[config.mk]
export PLATFORM = sky130hd
export DESIGN_NAME = cdb_arbiter
export DESIGN_NICKNAME = d
export VERILOG_FILES = /design/src/rtl/cdb_arbiter.sv
export SDC_FILE = /design/constraint.sdc
export NUM_CORES = 1
export LEC_CHECK = 0
export ABC_AREA = 1
export CAP_MARGIN = 40
export CORE_MARGIN = 2
export CORE_UTILIZATION = 40
export DETAILED_ROUTE_END_ITERATION = 12
export DONT_BUFFER_PORTS = 1
export SLEW_MARGIN = 20
export SYNTH_ARGS = -nofsm -noshare
export SYNTH_HDL_FRONTEND = slang
export SYNTH_SLANG_ARGS = --single-unit
[constraint.sdc]
create_clock -name clk -period 12.7 [get_ports clk]
set_input_delay 1.27 -clock clk [delete_from_list [all_inputs] [get_ports clk]]
set_output_delay 1.27 -clock clk [all_outputs]
set_load 0.01 [all_outputs]
[src/rtl/cdb_arbiter.sv]
// cdb_arbiter
//   Collects results from the two producers on the common data bus, execute
//   (ALU/branch) and slb (load/store buffer), and broadcasts them one at a
//   time to the consumers (rob, rs, slb). Each producer has a small circular
//   FIFO. When both producers have a result in the same cycle, neither is
//   lost. Contests are settled round-robin. The winner is broadcast from a
//   registered output port.
//
// Ports
//   clk, rst          clock; asynchronous active-low reset
//   rdy               global ready; when low, all state and outputs hold
//   clr               synchronous flush from rob on mispredict
//   iEX_*             execute result: en, nick (ROB tag), dt, ac (taken), j_pc
//   oEX_full          execute FIFO almost full; producer must stall
//   iSLB_*            load result: en, nick, dt
//   oSLB_full         slb FIFO almost full; producer must stall
//   oCDB_*            registered broadcast: en pulse, src (0 = EX, 1 = SLB),
//                     nick, dt, ac, j_pc (ac and j_pc are zero for slb results)

module cdb_arbiter #(
  parameter int DATA_W = 32,
  parameter int NICK_W = 4,
  parameter int DEPTH  = 4
) (
  input  logic              clk,
  input  logic              rst,
  input  logic              rdy,
  input  logic              clr,
  input  logic              iEX_en,
  input  logic [NICK_W-1:0] iEX_nick,
  input  logic [DATA_W-1:0] iEX_dt,
  input  logic              iEX_ac,
  input  logic [DATA_W-1:0] iEX_j_pc,
  output logic              oEX_full,
  input  logic              iSLB_en,
  input  logic [NICK_W-1:0] iSLB_nick,
  input  logic [DATA_W-1:0] iSLB_dt,
  output logic              oSLB_full,
  output logic              oCDB_en,
  output logic              oCDB_src,
  output logic [NICK_W-1:0] oCDB_nick,
  output logic [DATA_W-1:0] oCDB_dt,
  output logic              oCDB_ac,
  output logic [DATA_W-1:0] oCDB_j_pc
);

  localparam int PTR_W = (DEPTH > 1) ? $clog2(DEPTH) : 1;
  localparam int CNT_W = $clog2(DEPTH + 1);
  localparam logic [CNT_W-1:0] FULL_LVL = CNT_W'(DEPTH - 1);
  localparam logic [CNT_W-1:0] MAX_CNT  = CNT_W'(DEPTH);

  typedef struct packed {
    logic [NICK_W-1:0] nick;
    logic [DATA_W-1:0] dt;
    logic              ac;
    logic [DATA_W-1:0] j_pc;
  } ex_entry_t;

  typedef struct packed {
    logic [NICK_W-1:0] nick;
    logic [DATA_W-1:0] dt;
  } slb_entry_t;

  ex_entry_t  ex_mem  [DEPTH];
  slb_entry_t slb_mem [DEPTH];

  logic [PTR_W-1:0] ex_head, ex_tail, slb_head, slb_tail;
  logic [CNT_W-1:0] ex_count, slb_count;
  // Source granted most recently: 0 = EX, 1 = SLB.
  logic             last;

  ex_entry_t  ex_in, ex_cand;
  slb_entry_t slb_in, slb_cand;
  logic       active;
  logic       ex_empty, slb_empty;
  logic       ex_has, slb_has;
  logic       grant_ex, grant_slb;
  logic       ex_push, ex_pop, slb_push, slb_pop;

  assign ex_in  = {iEX_nick, iEX_dt, iEX_ac, iEX_j_pc};
  assign slb_in = {iSLB_nick, iSLB_dt};

  // Inputs are only taken when the pipeline is advancing and not being flushed.
  assign active = rdy && !clr;

  assign ex_empty  = (ex_count == '0);
  assign slb_empty = (slb_count == '0);

  // An empty FIFO lets the incoming entry compete directly. This bypass is
  // what gives the uncontended one-cycle latency.
  assign ex_has  = !ex_empty || iEX_en;
  assign slb_has = !slb_empty || iSLB_en;

  assign ex_cand  = ex_empty  ? ex_in  : ex_mem[ex_head];
  assign slb_cand = slb_empty ? slb_in : slb_mem[slb_head];

  // Round robin: on a contest, the source that did not win last time is granted.
  always_comb begin
    grant_ex  = 1'b0;
    grant_slb = 1'b0;
    if (active) begin
      if (ex_has && slb_has) begin
        grant_ex  = last;
        grant_slb = !last;
      end else begin
        grant_ex  = ex_has;
        grant_slb = slb_has;
      end
    end
  end

  // A bypassed grant consumes the incoming entry, so that entry is not pushed.
  // A push into a completely full FIFO is a producer error and is dropped.
  assign ex_pop   = grant_ex && !ex_empty;
  assign slb_pop  = grant_slb && !slb_empty;
  assign ex_push  = active && iEX_en && !(grant_ex && ex_empty) && (ex_count != MAX_CNT);
  assign slb_push = active && iSLB_en && !(grant_slb && slb_empty) && (slb_count != MAX_CNT);

  // One entry of slack covers a producer that sees full a cycle late.
  assign oEX_full  = (ex_count >= FULL_LVL);
  assign oSLB_full = (slb_count >= FULL_LVL);

  // FIFO storage. Contents need no reset because the counts gate every read.
  always_ff @(posedge clk) begin
    if (ex_push) begin
      ex_mem[ex_tail] <= ex_in;
    end
    if (slb_push) begin
      slb_mem[slb_tail] <= slb_in;
    end
  end

  // Pointers, counts, round-robin state and the registered broadcast port.
  always_ff @(posedge clk or negedge rst) begin
    if (!rst) begin
      ex_head   <= '0;
      ex_tail   <= '0;
      ex_count  <= '0;
      slb_head  <= '0;
      slb_tail  <= '0;
      slb_count <= '0;
      last      <= 1'b1;
      oCDB_en   <= 1'b0;
      oCDB_src  <= 1'b0;
      oCDB_nick <= '0;
      oCDB_dt   <= '0;
      oCDB_ac   <= 1'b0;
      oCDB_j_pc <= '0;
    end else if (rdy) begin
      if (clr) begin
        // Flush: drop everything buffered and restore EX priority.
        ex_head   <= '0;
        ex_tail   <= '0;
        ex_count  <= '0;
        slb_head  <= '0;
        slb_tail  <= '0;
        slb_count <= '0;
        last      <= 1'b1;
        oCDB_en   <= 1'b0;
      end else begin
        if (ex_push) begin
          ex_tail <= ex_tail + PTR_W'(1);
        end
        if (ex_pop) begin
          ex_head <= ex_head + PTR_W'(1);
        end
        if (ex_push && !ex_pop) begin
          ex_count <= ex_count + CNT_W'(1);
        end else if (!ex_push && ex_pop) begin
          ex_count <= ex_count - CNT_W'(1);
        end

        if (slb_push) begin
          slb_tail <= slb_tail + PTR_W'(1);
        end
        if (slb_pop) begin
          slb_head <= slb_head + PTR_W'(1);
        end
        if (slb_push && !slb_pop) begin
          slb_count <= slb_count + CNT_W'(1);
        end else if (!slb_push && slb_pop) begin
          slb_count <= slb_count - CNT_W'(1);
        end

        if (grant_ex || grant_slb) begin
          last <= grant_slb;
        end

        // With no grant, only the valid flag drops. The data fields keep
        // their last broadcast values.
        oCDB_en <= grant_ex || grant_slb;
        if (grant_ex) begin
          oCDB_src  <= 1'b0;
          oCDB_nick <= ex_cand.nick;
          oCDB_dt   <= ex_cand.dt;
          oCDB_ac   <= ex_cand.ac;
          oCDB_j_pc <= ex_cand.j_pc;
        end else if (grant_slb) begin
          oCDB_src  <= 1'b1;
          oCDB_nick <= slb_cand.nick;
          oCDB_dt   <= slb_cand.dt;
          oCDB_ac   <= 1'b0;
          oCDB_j_pc <= '0;
        end
      end
    end
  end

endmodule

; Yosys cells after proc, flatten, opt, wreduce, memory -nomap -nowiden
; Memory sizes are Yosys's and may differ from the RTL's.
; Index checks and enable logic that the tools add are counted.
[totals]
n_memories = 2
latch_bits = 0
ff_bits = 86
elab_cells = 112
ramBits = 420
inputBits = 111
rom_bits = 0
[op_classes]
bitwise_logic = 1
reduce_logical = 47
n_eq_ne = 2
mux = 37
add_sub_neg = 8
shifts = 0
div = 0
order_cmp = 2
n_mul = 0
[memory_table]
columns = memory, words, word_bits, read_ports, rd_clocked_by_memory_dff, wr, line_no
row1 = ex_mem, 4, 69, 1, 0, 1, 64  ; ex_entry_t ex_mem [DEPTH];
row2 = slb_mem, 4, 36, 1, 0, 1, 65  ; slb_entry_t slb_mem [DEPTH];
[ops]
columns = operator, n
row1 = 32-bit two-way mux, 4
row2 = 69-bit two-way mux, 1
row3 = 36-bit two-way mux, 1
row4 = 3-bit two-way mux, 6
row5 = 1-bit logical AND, 16
row6 = 2-bit two-way mux, 8
row7 = 1-bit two-way mux, 15
row8 = 2-bit AND reduction, 7
row9 = 2-bit nonzero test, 6
row10 = 1-bit zero test, 10
row11 = 2-bit by 1-bit adder with 2-bit output (second input constant), 4
row12 = 4-bit two-way mux, 2
row13 = 3-bit by 1-bit adder with 3-bit output (second input constant), 2
row14 = 3-bit by 2-bit >= comparator with 1-bit output (second input constant), 2
row15 = 3-bit zero test, 2
row16 = 3-bit inequality test (second input constant), 2
row17 = 3-bit nonzero test, 2
row18 = 3-bit by 1-bit subtractor with 3-bit output (second input constant), 2
row19 = 1-bit logical OR, 3
row20 = 3-bit AND reduction, 1
row21 = 1-bit NOT, 1

; Logic depth before layout (Yosys ltp)
[depth]
word_depth = 15
mapped_depth = 16

; Least setup slack after synthesis
; Ideal clock, no wire load.
[synth_path]
path_kind = input-to-reg
start = input port clr
end = memory ex_mem[0][0] (netlist bit), enable pin
slack_ps = 7533
stages = 7
arrival_time_ps = 4671
setup_ps = 497
required_ps = 12203
path_cell_list = inv_4 -> nand2_4 -> nor2_1 -> nand2_1 -> inv_1 -> nand2_1 -> nor2_1
[synth_between]
elab_chain_len = 9
word_cells_on_any_way = 10
cone_classes = 3 x mux / 7 x reduce/logical
[synth_rtl]
columns = item, line_no
row1 = "start, declared", 28  ; input logic clr,
row2 = 1-bit zero test (*), 84  ; assign active = rdy && !clr;
row3 = 1-bit logical AND (*), 84
row4 = 1-bit two-way mux, 101  ; if (active) begin
row5 = 1-bit logical AND, 116  ; assign ex_push = active && iEX_en && !(grant_ex && ex_empty) && (ex_count != MAX_CNT);
row6 = 1-bit zero test, 116
row7 = 1-bit logical AND (*) (2 in series), 116
row8 = 1-bit two-way mux (*), 125  ; if (ex_push) begin
row9 = 1-bit two-way mux (not written as such) (*), 126  ; ex_mem[ex_tail] <= ex_in;
row10 = "end, declared", 64
; Mark *: on every way between the ends. The rest lies on a longest branch, timed or not.

; Final worst setup path
[layout_path]
start = register ex_count[2]
end = memory ex_mem[2][48] (netlist bit), enable pin
[layout_between]
elab_chain_len = 12
word_cells_on_any_way = 13
cone_classes = 1 x eq/ne / 4 x mux / 8 x reduce/logical
[layout_rtl]
columns = item, line_no
row1 = "start, declared", 68  ; logic [CNT_W-1:0] ex_count, slb_count;
row2 = "start signal, assigned", 168  ; ex_count <= ex_count + CNT_W'(1);
row3 = "start signal, assigned", 170  ; ex_count <= ex_count - CNT_W'(1);
row4 = 3-bit zero test, 86  ; assign ex_empty = (ex_count == '0);
row5 = 1-bit zero test, 91  ; assign ex_has = !ex_empty || iEX_en;
row6 = 1-bit logical OR, 91
row7 = 1-bit logical AND, 102  ; if (ex_has && slb_has) begin
row8 = 1-bit two-way mux, 102
row9 = 1-bit two-way mux, 101
row10 = 1-bit logical AND, 116
row11 = 1-bit zero test, 116
row12 = 1-bit logical AND, 116
row13 = 1-bit logical AND (*), 116
row14 = 1-bit two-way mux (*), 125
row15 = 1-bit two-way mux (not written as such) (*), 126
; Marked as above.

==> out/results.tsv <==
metric	value	unit
cts_root_buf	clkbuf_16	
routedWlPerCell	20.4	um
die_w	233	um
pre_cts_ws	8780	ps
crit_top_cell	buf_4	
yosys.cell_types.count	32	
start_kind	flop	
avgViaCountPerCell	5.21	
p_int	3.22	mW
peakVddDrop	0.000133	V
grt_pass1_wl	79600	um
worstPathRequired	12920	ps
grt-ovfl-total	0	
drv_cap	0	
die-area	54400	sq um
grt_pass1_vias	13100	
rows	84	
pwr_density_cell	199	nW/um^2
finalNetCount	1947	
coreArea	52200	sq um
seqPwrFrac	0.462	
antenna_found_initial	0	
final_hold_viol_count	0	
syn-num-nets	1972	
cts_setup_buffers	0	
tightest_slew	809	ps
path_class	reg -> reg	
async_flop_share	0.170	
drive_gt1_frac	0.0921	
synth.avg_cell_area	11.4	sq um
grt_setup_unrepaired	false	
diodes	0	
hold_buffers	0	
gp_congestion	0.791	
cts_made_buffers	51	
critPathTopFamily	buffers and inverters	
layout_min_cycle_time	3710	ps
ant_nets	0	
synth_warnings	0	
synth-seq-area-share	0.702	
power_switching	1.46	mW
synth_area	21000	sq um
cp_max_fo	45	
synth_edf_count	420	
power.share.clock	0.335	
wirelength	52200	um
die_h	233	um
finalSetupTns	0	ps
drc	0	
vias	13300	
p_comb_frac	0.203	
firstDrtPassIters	5	
grt_use_total	0.193	
critPathBufInv	5	
start_util	0.402	
setup_viol	0	
io_buffers	0	
max-slew-margin-rel	0.459	
min_path_type	in -> async	
arrival	3930	ps
register_area	14800	sq um
synthToLayoutAreaGrowth	11.7	%
clkSinkCount	506	
power_leakage	8.72	nW
setup_ws	8990	ps
fill_cells	4710	
cpMaxStageDelayCell	nor2_4	
crit_chain	inv_2, nand2_1, buf_4, inv_1, buf_4, nand3_1, nand2_1, nor2_4, buf_4	
end_kind	flop	
drv_slew	0	
clk_pin_slew	70	ps
ys_ff_latch	506	
netlist_instances	1851	
multiInputGateArea	5550	sq um
cts_tree	built	
hpwlAfterDp	31200	um
finalCritPeriodShare	0.292	
critPathMaxStageDelay	730	ps
grt_max_degree	87	
synth-main-ff-cell	edfxtp_1	
cts_resized	0	
fmax	269	MHz
clk_latency	600	ps
swShare	0.312	
fin_skew	13.6	ps
drt_iter0_markers	1176	
status	finished clean	
io_pins	184	
cts_htree_levels	2	
ctsLongestPathBuffers	3	
-- worst register-to-register path: cells and delay by family, from the launching register on --
kind	cells	cell delay [ps]
buffers and inverters	5	1560
AND/OR/NAND/NOR	4	1290
flip-flops	1	410
-- layer usage --
metal / part of all wire / track usage
met1: 0.43 / 0.261
met2: 0.47 / 0.307
met3: 0.085 / 0.0557
met4: 0.016 / 0.0468
met5: 0 / 0
-- state kept, by name, summed over array words and instances, names as in the netlist, 3 cells and up --
name       cells
ex_count       3
ex_mem       276
oCDB_dt       32
oCDB_j_pc     32
oCDB_nick      4
slb_count      3
slb_mem      144
-- cells by family after synthesis --
group                    after synthesis  synth area share
XOR/XNOR                               3           0.00125
buffers and inverters                154            0.0365
AO/OA/AOI/OAI                        281            0.0816
flip-flops                           506             0.702
adder cells (fa/ha/maj)               10           0.00667
AND/OR/NAND/NOR                      897             0.172
-- metrics by stage --
step	hold slack, ps	std cells	area [sq um]	utilization	power, mW
floorplan	464	1851	21000	-	2.86
global route	348	2555	23500	0.450	4.93
global placement	497	2452	21500	0.412	3.11
CTS	340	2553	23400	0.449	4.72
finish	368	2555	23500	0.450	4.68
detailed placement	498	2459	21700	0.415	3.15
-- power by group through the flow --
| stage | Clock (mW) | Combinational, mW | Sequential [mW] |
|---|---|---|---|
| after CTS | 1.60 | 0.952 | 2.17 |
| after floorplan | 0 | 0.715 | 2.14 |
| after detailed placement | 0 | 0.950 | 2.20 |
| after global routing | 1.67 | 1.08 | 2.18 |
| after global placement | 0 | 0.912 | 2.20 |
| final | 1.57 | 0.950 | 2.16 |
-- worst paths after layout --
check | start | end | slack [ps] | cells after the start
worst max-delay path | ex_count[2] | ex_mem[2][48] | 8990 | 9
worst min-delay path | rst | oCDB_j_pc[23] | 370 | 0
worst max register to register | ex_count[2] | ex_mem[2][48] | 8990 | 9
worst min register to register | last | last | 500 | 2
max in group asynchronous | rst | last | 12090 | 0
min in group clk | last | last | 500 | 2
-- placed cells by master, fill, tap and decap left out, types with 3 or more instances in the layout --
cell type / netlist / routed
clkbuf_8: 0 / 7
clkinv_2: 0 / 15
a21oi_1: 27 / 27
clkbuf_16: 0 / 51
o21ai_1: 42 / 42
clkinv_1: 0 / 7
o21ai_2: 10 / 10
buf_16: 0 / 5
o22a_1: 30 / 30
o21ai_0: 120 / 120
edfxtp_1: 420 / 420
buf_4: 7 / 22
a22o_1: 3 / 3
buf_12: 0 / 4
nand2_4: 3 / 3
inv_2: 8 / 7
clkbuf_1: 31 / 4
nand2_2: 11 / 12
nor2_4: 0 / 8
nand4_1: 4 / 4
nand3_1: 129 / 129
bufinv_16: 0 / 8
o211ai_1: 44 / 44
dfrtp_1: 85 / 82
nand2_1: 547 / 546
o211ai_2: 5 / 5
nor2_1: 198 / 190
inv_4: 3 / 4
inv_1: 34 / 34
nor2_2: 3 / 3
ha_1: 8 / 8
-- synth_stat cells (27+ instances only) --
cell      number  area, sq um
edfxtp_1     420        12600
nand2_1      547         2050
buf_2         55          275
dfrtp_1       85         2130
nand3_1      129          646
inv_1         34          128
o21ai_1       42          210
o211ai_1      44          330
nor2_1       198          743
clkbuf_1      31          116
o22a_1        30          263
o21ai_0      120          601
a21oi_1       27          135
-- final cells by class --
class,instances,share of cell area
tap,688,0.0366
timing repair buffer,31,0.0163
sequential,506,0.629
inverter,45,0.00762
multi-input combinational,1191,0.236
clock inverter,32,0.0152
clock buffer,62,0.0591
Note: power is estimated with default switching activity, not from simulation.
